## config.mk

```make
export PLATFORM = sky130hd
export DESIGN_NAME = wb_dma_master
export DESIGN_NICKNAME = d
export VERILOG_FILES = /design/src/rtl/wb_dma_master.sv
export SDC_FILE = /design/constraint.sdc
export NUM_CORES = 1
export LEC_CHECK = 0
export BUFFER_PORTS_ARGS = -buffer_cell sky130_fd_sc_hd__buf_2
export CAP_MARGIN = 20
export CORE_MARGIN = 2
export CORE_UTILIZATION = 28
export CTS_CLUSTER_SIZE = 24
export DETAILED_ROUTE_END_ITERATION = 7
export PLACE_DENSITY_LB_ADDON = 0.1
export SKIP_CTS_REPAIR_TIMING = 1
export SLEW_MARGIN = 20
export SYNTH_ARGS = -nofsm -noshare
export SYNTH_HDL_FRONTEND = slang
export SYNTH_SLANG_ARGS = --single-unit
```

## constraint.sdc

```tcl
create_clock -name clk -period 3.2 [get_ports clk]
set_input_delay 0.64 -clock clk [delete_from_list [all_inputs] [get_ports clk]]
set_output_delay 0.64 -clock clk [all_outputs]
set_load 0.1 [all_outputs]
```

## src/rtl/wb_dma_master.sv

```systemverilog
// Wishbone block-copy initiator: reads a word from the source range, writes it
// to the destination range, and repeats until len words are copied, an error
// or timeout occurs, or the transfer is aborted.
module wb_dma_master #(
  parameter int ADDR_WIDTH  = 32,
  parameter int DATA_WIDTH  = 32,
  parameter int LEN_WIDTH   = 16,
  parameter int ADDR_STRIDE = 4,
  parameter int TIMEOUT     = 255
) (
  input  logic                  clk,
  input  logic                  rst_n,
  input  logic                  start,
  input  logic                  abort,
  input  logic [ADDR_WIDTH-1:0] src_addr,
  input  logic [ADDR_WIDTH-1:0] dst_addr,
  input  logic [LEN_WIDTH-1:0]  len,
  output logic                  busy,
  output logic                  done,
  output logic                  err,
  output logic [LEN_WIDTH-1:0]  words_done,
  output logic                  wb_cyc_o,
  output logic                  wb_stb_o,
  output logic                  wb_we_o,
  output logic [ADDR_WIDTH-1:0] wb_adr_o,
  output logic [DATA_WIDTH-1:0] wb_dat_o,
  output logic [3:0]            wb_sel_o,
  input  logic [DATA_WIDTH-1:0] wb_dat_i,
  input  logic                  wb_ack_i,
  input  logic                  wb_err_i
);

  // Wait counter is wide enough to hold TIMEOUT itself.
  localparam int CW = (TIMEOUT < 1) ? 1 : $clog2(TIMEOUT + 1);
  localparam logic [CW-1:0]         TMO_LIMIT = CW'(TIMEOUT);
  localparam logic [ADDR_WIDTH-1:0] STRIDE    = ADDR_WIDTH'(ADDR_STRIDE);

  typedef enum logic [1:0] {IDLE, RD, WR, FIN} state_t;

  state_t                  state_q, state_d;
  logic [ADDR_WIDTH-1:0]   src_q, src_d, dst_q, dst_d;
  logic [LEN_WIDTH-1:0]    len_q, len_d, words_q, words_d, words_inc;
  logic [DATA_WIDTH-1:0]   data_q, data_d;
  logic                    err_q, err_d;
  logic [CW-1:0]           cnt_q, cnt_d;
  logic                    cyc_q, cyc_d, stb_q, stb_d, we_q, we_d;
  logic [ADDR_WIDTH-1:0]   adr_q, adr_d;
  logic [3:0]              sel_q, sel_d;
  logic                    busy_q, busy_d, done_q, done_d;

  // Next-state logic; bus outputs are derived from the next state so that
  // every Wishbone output leaves a flop.
  always_comb begin
    state_d   = state_q;
    src_d     = src_q;
    dst_d     = dst_q;
    len_d     = len_q;
    data_d    = data_q;
    words_d   = words_q;
    err_d     = err_q;
    cnt_d     = '0;
    words_inc = words_q + 1'b1;

    case (state_q)
      IDLE: begin
        if (start) begin
          src_d   = src_addr;
          dst_d   = dst_addr;
          len_d   = len;
          err_d   = 1'b0;
          words_d = '0;
          state_d = (len == '0) ? FIN : RD;
        end
      end
      RD: begin
        // abort beats err, err beats ack, ack beats timeout
        if (abort) begin
          state_d = FIN;
        end else if (wb_err_i) begin
          err_d   = 1'b1;
          state_d = FIN;
        end else if (wb_ack_i) begin
          data_d  = wb_dat_i;
          src_d   = src_q + STRIDE;
          state_d = WR;
        end else if (cnt_q == TMO_LIMIT) begin
          err_d   = 1'b1;
          state_d = FIN;
        end else begin
          cnt_d = cnt_q + 1'b1;
        end
      end
      WR: begin
        if (abort) begin
          state_d = FIN;
        end else if (wb_err_i) begin
          err_d   = 1'b1;
          state_d = FIN;
        end else if (wb_ack_i) begin
          dst_d   = dst_q + STRIDE;
          words_d = words_inc;
          state_d = (words_inc == len_q) ? FIN : RD;
        end else if (cnt_q == TMO_LIMIT) begin
          err_d   = 1'b1;
          state_d = FIN;
        end else begin
          cnt_d = cnt_q + 1'b1;
        end
      end
      FIN: begin
        state_d = IDLE;
      end
      default: begin
        state_d = IDLE;
      end
    endcase

    cyc_d  = (state_d == RD) || (state_d == WR);
    stb_d  = cyc_d;
    we_d   = (state_d == WR);
    adr_d  = '0;
    if (state_d == RD) begin
      adr_d = src_d;
    end else if (state_d == WR) begin
      adr_d = dst_d;
    end
    sel_d  = stb_d ? 4'hF : 4'h0;
    busy_d = (state_d != IDLE);
    done_d = (state_d == FIN);
  end

  // State, datapath and output registers.
  always_ff @(posedge clk or negedge rst_n) begin
    if (!rst_n) begin
      state_q <= IDLE;
      src_q   <= '0;
      dst_q   <= '0;
      len_q   <= '0;
      data_q  <= '0;
      words_q <= '0;
      err_q   <= 1'b0;
      cnt_q   <= '0;
      cyc_q   <= 1'b0;
      stb_q   <= 1'b0;
      we_q    <= 1'b0;
      adr_q   <= '0;
      sel_q   <= 4'h0;
      busy_q  <= 1'b0;
      done_q  <= 1'b0;
    end else begin
      state_q <= state_d;
      src_q   <= src_d;
      dst_q   <= dst_d;
      len_q   <= len_d;
      data_q  <= data_d;
      words_q <= words_d;
      err_q   <= err_d;
      cnt_q   <= cnt_d;
      cyc_q   <= cyc_d;
      stb_q   <= stb_d;
      we_q    <= we_d;
      adr_q   <= adr_d;
      sel_q   <= sel_d;
      busy_q  <= busy_d;
      done_q  <= done_d;
    end
  end

  assign busy       = busy_q;
  assign done       = done_q;
  assign err        = err_q;
  assign words_done = words_q;
  assign wb_cyc_o   = cyc_q;
  assign wb_stb_o   = stb_q;
  assign wb_we_o    = we_q;
  assign wb_adr_o   = adr_q;
  assign wb_dat_o   = data_q;
  assign wb_sel_o   = sel_q;

endmodule
```

======== Word level (Yosys, flattened, before mapping) ========
Index checks and enable logic that the tools add are counted.
operators by class
  bitwise logic cells ..................... 2
  equality and inequality tests ........... 15
  $add $sub $neg .......................... 4
  mux-type cells .......................... 40
  reductions and logical operators ........ 11
operators with widths
  kind                   count
  $mux 32                10
  $pmux 32 s2            2
  $add 32x3->32 const B  2
  $mux 16                4
  $mux 8                 5
  $pmux 16 s2            1
  $mux 2                 10
  $add 16x1->16 const B  1
  $eq 16x16->1           1
  $logic_not 16->1       1
  $ne 2x2->1 const B     5
  $reduce_and 5->1       2
  $add 8x1->8 const B    1
  $eq 2x2->1 const B     4
  $eq 8x8->1 const B     1
  $pmux 2 s4             1
  $reduce_bool 2->1      3
  $mux 1                 5
  $eq 2x1->1 const B     2
  $mux 4                 1
  $reduce_and 4->1       1
  $ne 3x1->1 const B     1
  $ne 3x2->1 const B     1
  $logic_not 2->1        1
  other kinds (5)        6
storage, ports and cells
  bits of input ports ..................... 118
  register bits ........................... 179

======== Longest topological paths before layout ========
Gate-level depths: netlist (run 1).
  depth after elaboration ................. 10
  gate-level depth with buffers ........... 16
  depth with buffers taken out ............ 13

======== Worst setup path before layout (run 1) ========
Ideal clock, no wire load.
  path type ............................... register -> register
  start point ............................. reg words_q[0], in the netlist words_done[0]
  end point ............................... reg adr_q[14], in the netlist wb_adr_o[14]
  library setup time ...................... 0.126 ns
  required time ........................... 3.074 ns
  stages on the path, launching flop included .. 14
  arrival ................................. 4.088 ns
  setup slack ............................. -1.014 ns
  path through ............................ dfrtp_1 ha_1 nand3_1 nor3_1 mux2_2 a31oi_1 o31a_1 ha_1 clkbuf_1 clkinv_1 nand2_1 clkbuf_1 nor2_1 a221o_1
between the ends
  word-level cells in the longest chain between the ends .. 10
  elaborated cells on any way between the ends .. 11
  classes of those cells .................. add/sub (1); eq/ne (3); mux (7)
ends and longest elaborated chain
  item                    line  source
  from (decl)             42    logic [LEN_WIDTH-1:0] len_q, len_d, words_q, words_d, words_inc;
  from (signal assigned)  156   words_q <= words_d;
  $add 16x1->16 (*)       62    words_inc = words_q + 1'b1;
  $eq 16x16->1 (*)        102   state_d = (words_inc == len_q) ? FIN : RD;
  $mux 2 (*)              102
  $mux 2 (*)              99    end else if (wb_ack_i) begin
  $mux 2 (*)              96    end else if (wb_err_i) begin
  $mux 2 (*)              94    if (abort) begin
  $pmux 2 s4 (*)          64    case (state_q)
  $eq 2x2->1              124   end else if (state_d == WR) begin
  $mux 32                 124
  $mux 32 (*)             122   if (state_d == RD) begin
  via adr_d[14]           47    logic [ADDR_WIDTH-1:0] adr_q, adr_d;
  to (signal assigned)    162   adr_q <= adr_d;
  to (decl)               47
Mark *: on every way through the listed nets, which the timed path passes. The rest lies on a longest branch.
A chain may end at the register's enable or synchronous reset.

======== Final worst setup path (run 1) ========
  start point ............................. in len[0]
  end point ............................... reg adr_q[25], in the netlist wb_adr_o[25]
between the ends
  word-level cells in the longest chain between the ends .. 7
  elaborated cells on any way between the ends .. 8
  classes of those cells .................. eq/ne (2); mux (5); reduce/logical (1)
ends and longest elaborated chain
  item                  line  source
  from (decl)           17    input logic [LEN_WIDTH-1:0] len,
  $logic_not 16->1 (*)  72    state_d = (len == '0) ? FIN : RD;
  $mux 2 (*)            72
  $mux 2 (*)            66    if (start) begin
  $pmux 2 s4 (*)        64
  $eq 2x2->1            124
  $mux 32               124
  $mux 32 (*)           122
  via adr_d[25]         47
Marks and branches as above.

==> qor.txt, run 1 <==
critical path class: input pin to flop
Sink Count: 175
layout cells sized above 1: 36.3%
Post-Syn Area: 9380 um2
die area: 35000 um2
Layout Nets: 1316
num rows: 67
area of the core: 33300 um2
sw frac: 51.6%
clock power share: 16.7%
Pwr Total: 13.8 mW
outcome: completed
cell area after layout: 12200 um2
drt wl/cell: 19.4 um
unrepaired setup endpoints after global routing: true
fmax: 0.314 GHz
clk slew on worst S/H paths: 0.07 ns
First-pass DRT Iterations: 7
gr usage total: 18.6%
Syn. warnings: 0
most frequent cells in the layout: buf_2, dfrtp_1, nand2_1
post-synth cell types: 63
crit path from: len[0]
CP Cell Sequence: buf_6 -> or4_4 -> nor3b_4 -> a21oi_2 -> or3_1 -> or4_4 -> o31a_1 -> ha_4 -> nor2b_4 -> nand2_4 -> o22ai_2 -> a21o_1
# H-tree levels: 4
Crit. End Element: flop
Int Power: 6.68 mW
number of synthesized register bits: 175
Synth async-reset ratio: 100%
Placed Area: 11500 um2
crit-path max FO: 8
HPWL after DPL: 23600 um
Post-synth EDFFs: 0
post-layout util: 36.7%
syn nets: 1071
FF-to-FF Start: words_done[5]
routed wire length: 32000 um
Worst path top cell family by delay: simple AND/OR/NAND/NOR gates
Comb pwr share: 55.7%
minimum clock period: 3.18 ns
GPL Wtd Cong: 0.783
worst path required time: 3.59 ns
Final period util: 99.5%
Seq/Total Area, Yosys: 46.7%
Hold Crit Class: input pin to async pin
crit path buf inv count: 1
Psw: 7.12 mW
worst hold slack: 0.157 ns
largest net degree at the start of global routing: 54
# port buffers: 207
crit-path most repeated cell: or4_4
Pwr Density: 1130 nW/um2
Max VDD drop: 0.000849 V
cts bufs inserted: 17
Worst Skew: 0.0110 ns
ys flop type: dfrtp_1
# diodes: 0
Slowest Stage Delay on Critical Path: 0.56 ns
Sequential Power Share: 27.6%
Max Cap Viol: 0
vias per cell: 4.92
vias in the first global route: 8357
endpoints failing hold: 0
Mapped Cells: 942
Setup-failing EPs final: 0
Final ANT Viol Nets: 0
1st-iter DRT viols: 423
worst endpoint data arrival time: 3.57 ns
CTS tree: done
Syn Area/Cell: 9.96 um2
Critical Path Slowest Stage Cell: or4_4
final global-route overflow total: 0
commonest non-fill, non-tap cell in the layout: buf_2
DRC: 0
Chip Height: 187 um
leakage: 5.45 nW
slew at the pin closest to its max-slew limit: 0.687 ns
first-pass GRT wire length: 50200 um
routed vias: 8112
kind of start point of the critical path: input pin
Final Max Slew Viols: 0
max_slew headroom: 54.0%
Top Ports: 208
Clock Path Buffers: 2
fillers: 3437
pre-CTS setup slack: -0.531 ns
CTS root buf: clkbuf_16
setup ws final: 0.0154 ns
Initial Util: 28.2%
initial antenna violation count: 2
overall die width: 187 um
area growth from synthesis to final layout: 30.1%
worst skew pair latency: 0.45 ns
[flip-flops by register name, indices dropped and copies added, names as in the netlist]
name,flops
wb_we_o,1
wb_adr_o,32
len_q,16
cnt_q,8
dst_q,32
words_done,16
done,1
busy,1
src_q,32
wb_dat_o,32
err,1
state_q,2
wb_sel_o,1
[power groups by stage]
stage	combinational [mW]	sequential (mW)	clock (mW)
2_1_floorplan	3.37	6.04	0
3_3_place_gp	7.60	3.85	0
3_5_place_dp	7.60	3.85	0
4_1_cts	7.63	3.83	2.36
5_1_grt	8.26	3.95	2.46
6_report	7.68	3.81	2.30
[layer usage]
layer / vias to the layer above / routed length, um / part of all wire, % / track usage, %
met5: - / 21 / 0.066 / 0
met4: 4 / 380 / 1.2 / 4.76
met3: 26 / 1740 / 5.5 / 4.20
met2: 232 / 14800 / 46 / 29.7
met1: 3947 / 15000 / 47 / 25.4
li1: 3903 / - / - / -
[cells in the mapped netlist, types with 12 or more instances]
cell / number / area share, %
o21ai_1: 23 / 1.2
nand2_1: 110 / 4.4
clkbuf_1: 42 / 1.7
mux2_2: 72 / 8.6
nor2_1: 49 / 2.0
nand4_1: 23 / 1.5
xor2_1: 38 / 3.5
dfrtp_1: 175 / 47
inv_1: 18 / 0.72
a21oi_1: 15 / 0.80
and3_1: 12 / 0.80
o21ai_0: 60 / 3.2
a22oi_1: 55 / 4.4
a22o_1: 26 / 2.4
nand3_1: 29 / 1.5
xnor2_1: 38 / 3.5
nor3_1: 17 / 0.91
[stage by stage]
stage,TNS (ns),cells
2_1_floorplan,-5.03,942
3_3_place_gp,-13.91,1615
3_5_place_dp,-15.52,1615
4_1_cts,-1.02,1647
5_1_grt,-1.39,1648
6_report,0,1648
[path summary, 6_finish.rpt]
kind,to,slack [ns],cells past startpoint
setup / recovery,wb_adr_o[25],0.02,12
hold / removal,dst_q[1],0.16,1
setup reg to reg,wb_adr_o[25],0.07,11
hold reg to reg,len_q[15],0.50,2
max in group asynchronous,len_q[9],2.23,2
min in group clk,len_q[12],0.40,3
[final cells by class]
cell class	instances	area, um2	share of cell area [%]
multi-input combinational	692	4860	39.8
sequential	175	4400	36.1
timing repair buffer	282	1660	13.6
tap	448	561	4.59
clock buffer	20	457	3.74
clock inverter	12	184	1.51
inverter	19	86.3	0.707
[logic make-up after synthesis]
group | count (synthesis) | share of synthesized area (%)
xor gates and xnor gates | 76 | 7.09
DFF | 175 | 46.7
AOI/OAI and AO/OA | 228 | 16.3
buffers and inverters | 75 | 3.24
adders and majority gates | 12 | 1.57
muxes | 78 | 9.28
and+or+nand+nor | 298 | 15.9
Note: power is estimated with default switching activity, not from simulation.
==> run 2: changes to the inputs <==
--- a/constraint.sdc
+++ b/constraint.sdc
@@ -3,2 +3,2 @@
 set_output_delay 0.64 -clock clk [all_outputs]
-set_load 0.1 [all_outputs]
+set_load 0.01 [all_outputs]
==> qor.txt, run 2 (synthesis gave the netlist of run 1 again) <==
cell area after layout: 12300 um2 (was 12200 um2)
Psw: 4.65 mW (was 7.12 mW)
vias in the first global route: 8263 (was 8357)
reg-to-reg slack, setup: 0.07 ns (about the same)
DRC: 0 (unchanged)
Sink Count: 175 (unchanged)
# H-tree levels: 4 (unchanged)
RR Endpoint: wb_adr_o[23] (was wb_adr_o[25])
unrepaired setup endpoints after global routing: true (unchanged)
Fin Setup TNS: 0 ns (unchanged)
area growth from synthesis to final layout: 30.9% (was 30.1%)
Top Ports: 208 (unchanged)
sequential cell area: 4380 um2 (was 4400 um2)
slew at the pin closest to its max-slew limit: 0.775 ns (was 0.687 ns)
# port buffers: 207 (unchanged)
routed vias: 8127 (was 8112)
Pwr Density: 917 nW/um2 (was 1130 nW/um2)
num rows: 67 (unchanged)
Initial Util: 28.2% (unchanged)
Final period util: 99.6% (was 99.5%)
area of the multi-input gates: 4860 um2 (about the same)
layout cells sized above 1: 35.9% (was 36.3%)
sw frac: 41.3% (was 51.6%)
Placed Area: 11500 um2 (about the same)
outcome: completed (unchanged)
gr usage total: 18.4% (was 18.6%)
Chip Height: 187 um (unchanged)
Max Cap Viol: 0 (unchanged)
Max VDD drop: 0.000421 V (was 0.000849 V)
largest net degree at the start of global routing: 60 (was 54)
Crit. End Element: flop (unchanged)
worst endpoint data arrival time: 3.53 ns (was 3.57 ns)
Final ANT Viol Nets: 0 (unchanged)
die area: 35000 um2 (unchanged)
kind of start point of the critical path: input pin (unchanged)
First-pass DRT Iterations: 5 (was 7)
CTS tree: done (unchanged)
Hold Crit Class: input pin to async pin (unchanged)
vias per cell: 4.89 (was 4.92)
crit-path max FO: 8 (unchanged)
area of the core: 33300 um2 (unchanged)
HPWL after DPL: 23200 um (was 23600 um)
commonest non-fill, non-tap cell in the layout: buf_2 (unchanged)
Worst Skew: 0.0129 ns (was 0.0110 ns)
Comb pwr share: 46.1% (was 55.7%)
minimum clock period: 3.19 ns (was 3.18 ns)
routed wire length: 31700 um (was 32000 um)
FF-to-FF path depth: 10 (was 11)
Final Max Slew Viols: 0 (unchanged)
leakage: 5.56 nW (was 5.45 nW)
Clock Path Buffers: 2 (unchanged)
Layout Nets: 1330 (was 1316)
CTS root buf: clkbuf_16 (unchanged)
Cells after DPL: 1629 (was 1615)
cts bufs inserted: 17 (unchanged)
FF-to-FF Start: words_done[7] (was words_done[5])
fmax: 0.314 GHz (about the same)
crit path from: len[0] (unchanged)
final global-route overflow total: 0 (unchanged)
worst hold slack: 0.186 ns (was 0.157 ns)
worst path required time: 3.54 ns (was 3.59 ns)
clk slew on worst S/H paths: 0.07 ns (about the same)
Int Power: 6.62 mW (was 6.68 mW)
max_slew headroom: 48.2% (was 54.0%)
most frequent cells in the layout: buf_2, dfrtp_1, nand2_1 (unchanged)
worst skew pair latency: 0.45 ns (about the same)
Sequential Power Share: 33.9% (was 27.6%)
non-filler instance count after layout: 1663 (was 1648)
drt wl/cell: 19.1 um (was 19.4 um)
GPL Wtd Cong: 0.771 (was 0.783)
initial antenna violation count: 4 (was 2)
endpoints failing hold: 0 (unchanged)
1st-iter DRT viols: 455 (was 423)
Setup-failing EPs final: 0 (unchanged)
clock power share: 20.0% (was 16.7%)
fillers: 3427 (was 3437)
overall die width: 187 um (unchanged)
critical path class: input pin to flop (unchanged)
first-pass GRT wire length: 49600 um (was 50200 um)
[run 2: changes by cell type in the layout (fill, tap and decap cells not counted), sizes merged]
| cell | delta |
|---|---|
| buf | +14 |
| bufinv | -1 |
| inv | +3 |
| clkinvlp | -1 |
| clkinv | -2 |
| diode | +2 |
[run 2: layout make-up]
| class | instances | area share, % |
|---|---|---|
| Clock inverter | 11 | 1.26 |
| Multi-Input combinational cell | 692 | 39.6 |
| Sequential cell | 175 | 35.6 |
| Tap cell | 448 | 4.56 |
| Antenna cell | 2 | 0.0407 |
| Timing Repair Buffer | 296 | 14.5 |
| Inverter | 19 | 0.703 |
| Clock buffer | 20 | 3.72 |
[run 2: critical path, stage by stage]
cell and delay (ns):
buf_6 0.09, or4_4 0.53, nor3b_4 0.22, a21oi_2 0.10
or3_1 0.31, or4_4 0.54, o31a_1 0.31, ha_4 0.24
nor2b_4 0.18, nand2_4 0.12, o221ai_1 0.23
[run 2: through the flow]
| step | worst slack [ns] | power [mW] | utilization, % |
|---|---|---|---|
| after global placement | -0.561 | 8.94 | 34.6 |
| final | 0.0136 | 11.3 | 36.9 |
| after CTS | -0.240 | 11.3 | 36.5 |
| after detailed placement | -0.635 | 8.97 | 34.6 |
| after floorplan | -0.209 | 6.92 | - |
| after global routing | -0.0556 | 12.1 | 36.9 |
[run 2: layer usage]
layer / track usage [%] / vias to the layer above / part of all wire, %
li1: - / 3936 / -
met1: 25.5 / 3958 / 48
met2: 28.5 / 206 / 45
met3: 4.75 / 23 / 5.1
met4: 4.33 / 4 / 1.2
met5: 0 / - / 0.085
[run 2: how the worst max path moves through the flow]
stage                              end  slack, ns  depth (start not counted)
after floorplan           wb_adr_o[28]      -0.21                         13
after global placement    wb_adr_o[27]      -0.56                         13
after detailed placement  wb_adr_o[27]      -0.63                         13
after CTS                 wb_adr_o[31]      -0.24                         14
after global routing      wb_adr_o[23]      -0.06                         10
final                     wb_adr_o[23]       0.01                         11
[run 2: power groups by stage]
| stage | logic (mW) | registers [mW] | clock network (mW) |
|---|---|---|---|
| after floorplan | 3.11 | 3.81 | 0 |
| after detailed placement | 5.12 | 3.85 | 0 |
| after global routing | 5.72 | 3.95 | 2.41 |
| after global placement | 5.10 | 3.84 | 0 |
| final | 5.20 | 3.82 | 2.25 |
| after CTS | 5.13 | 3.83 | 2.34 |
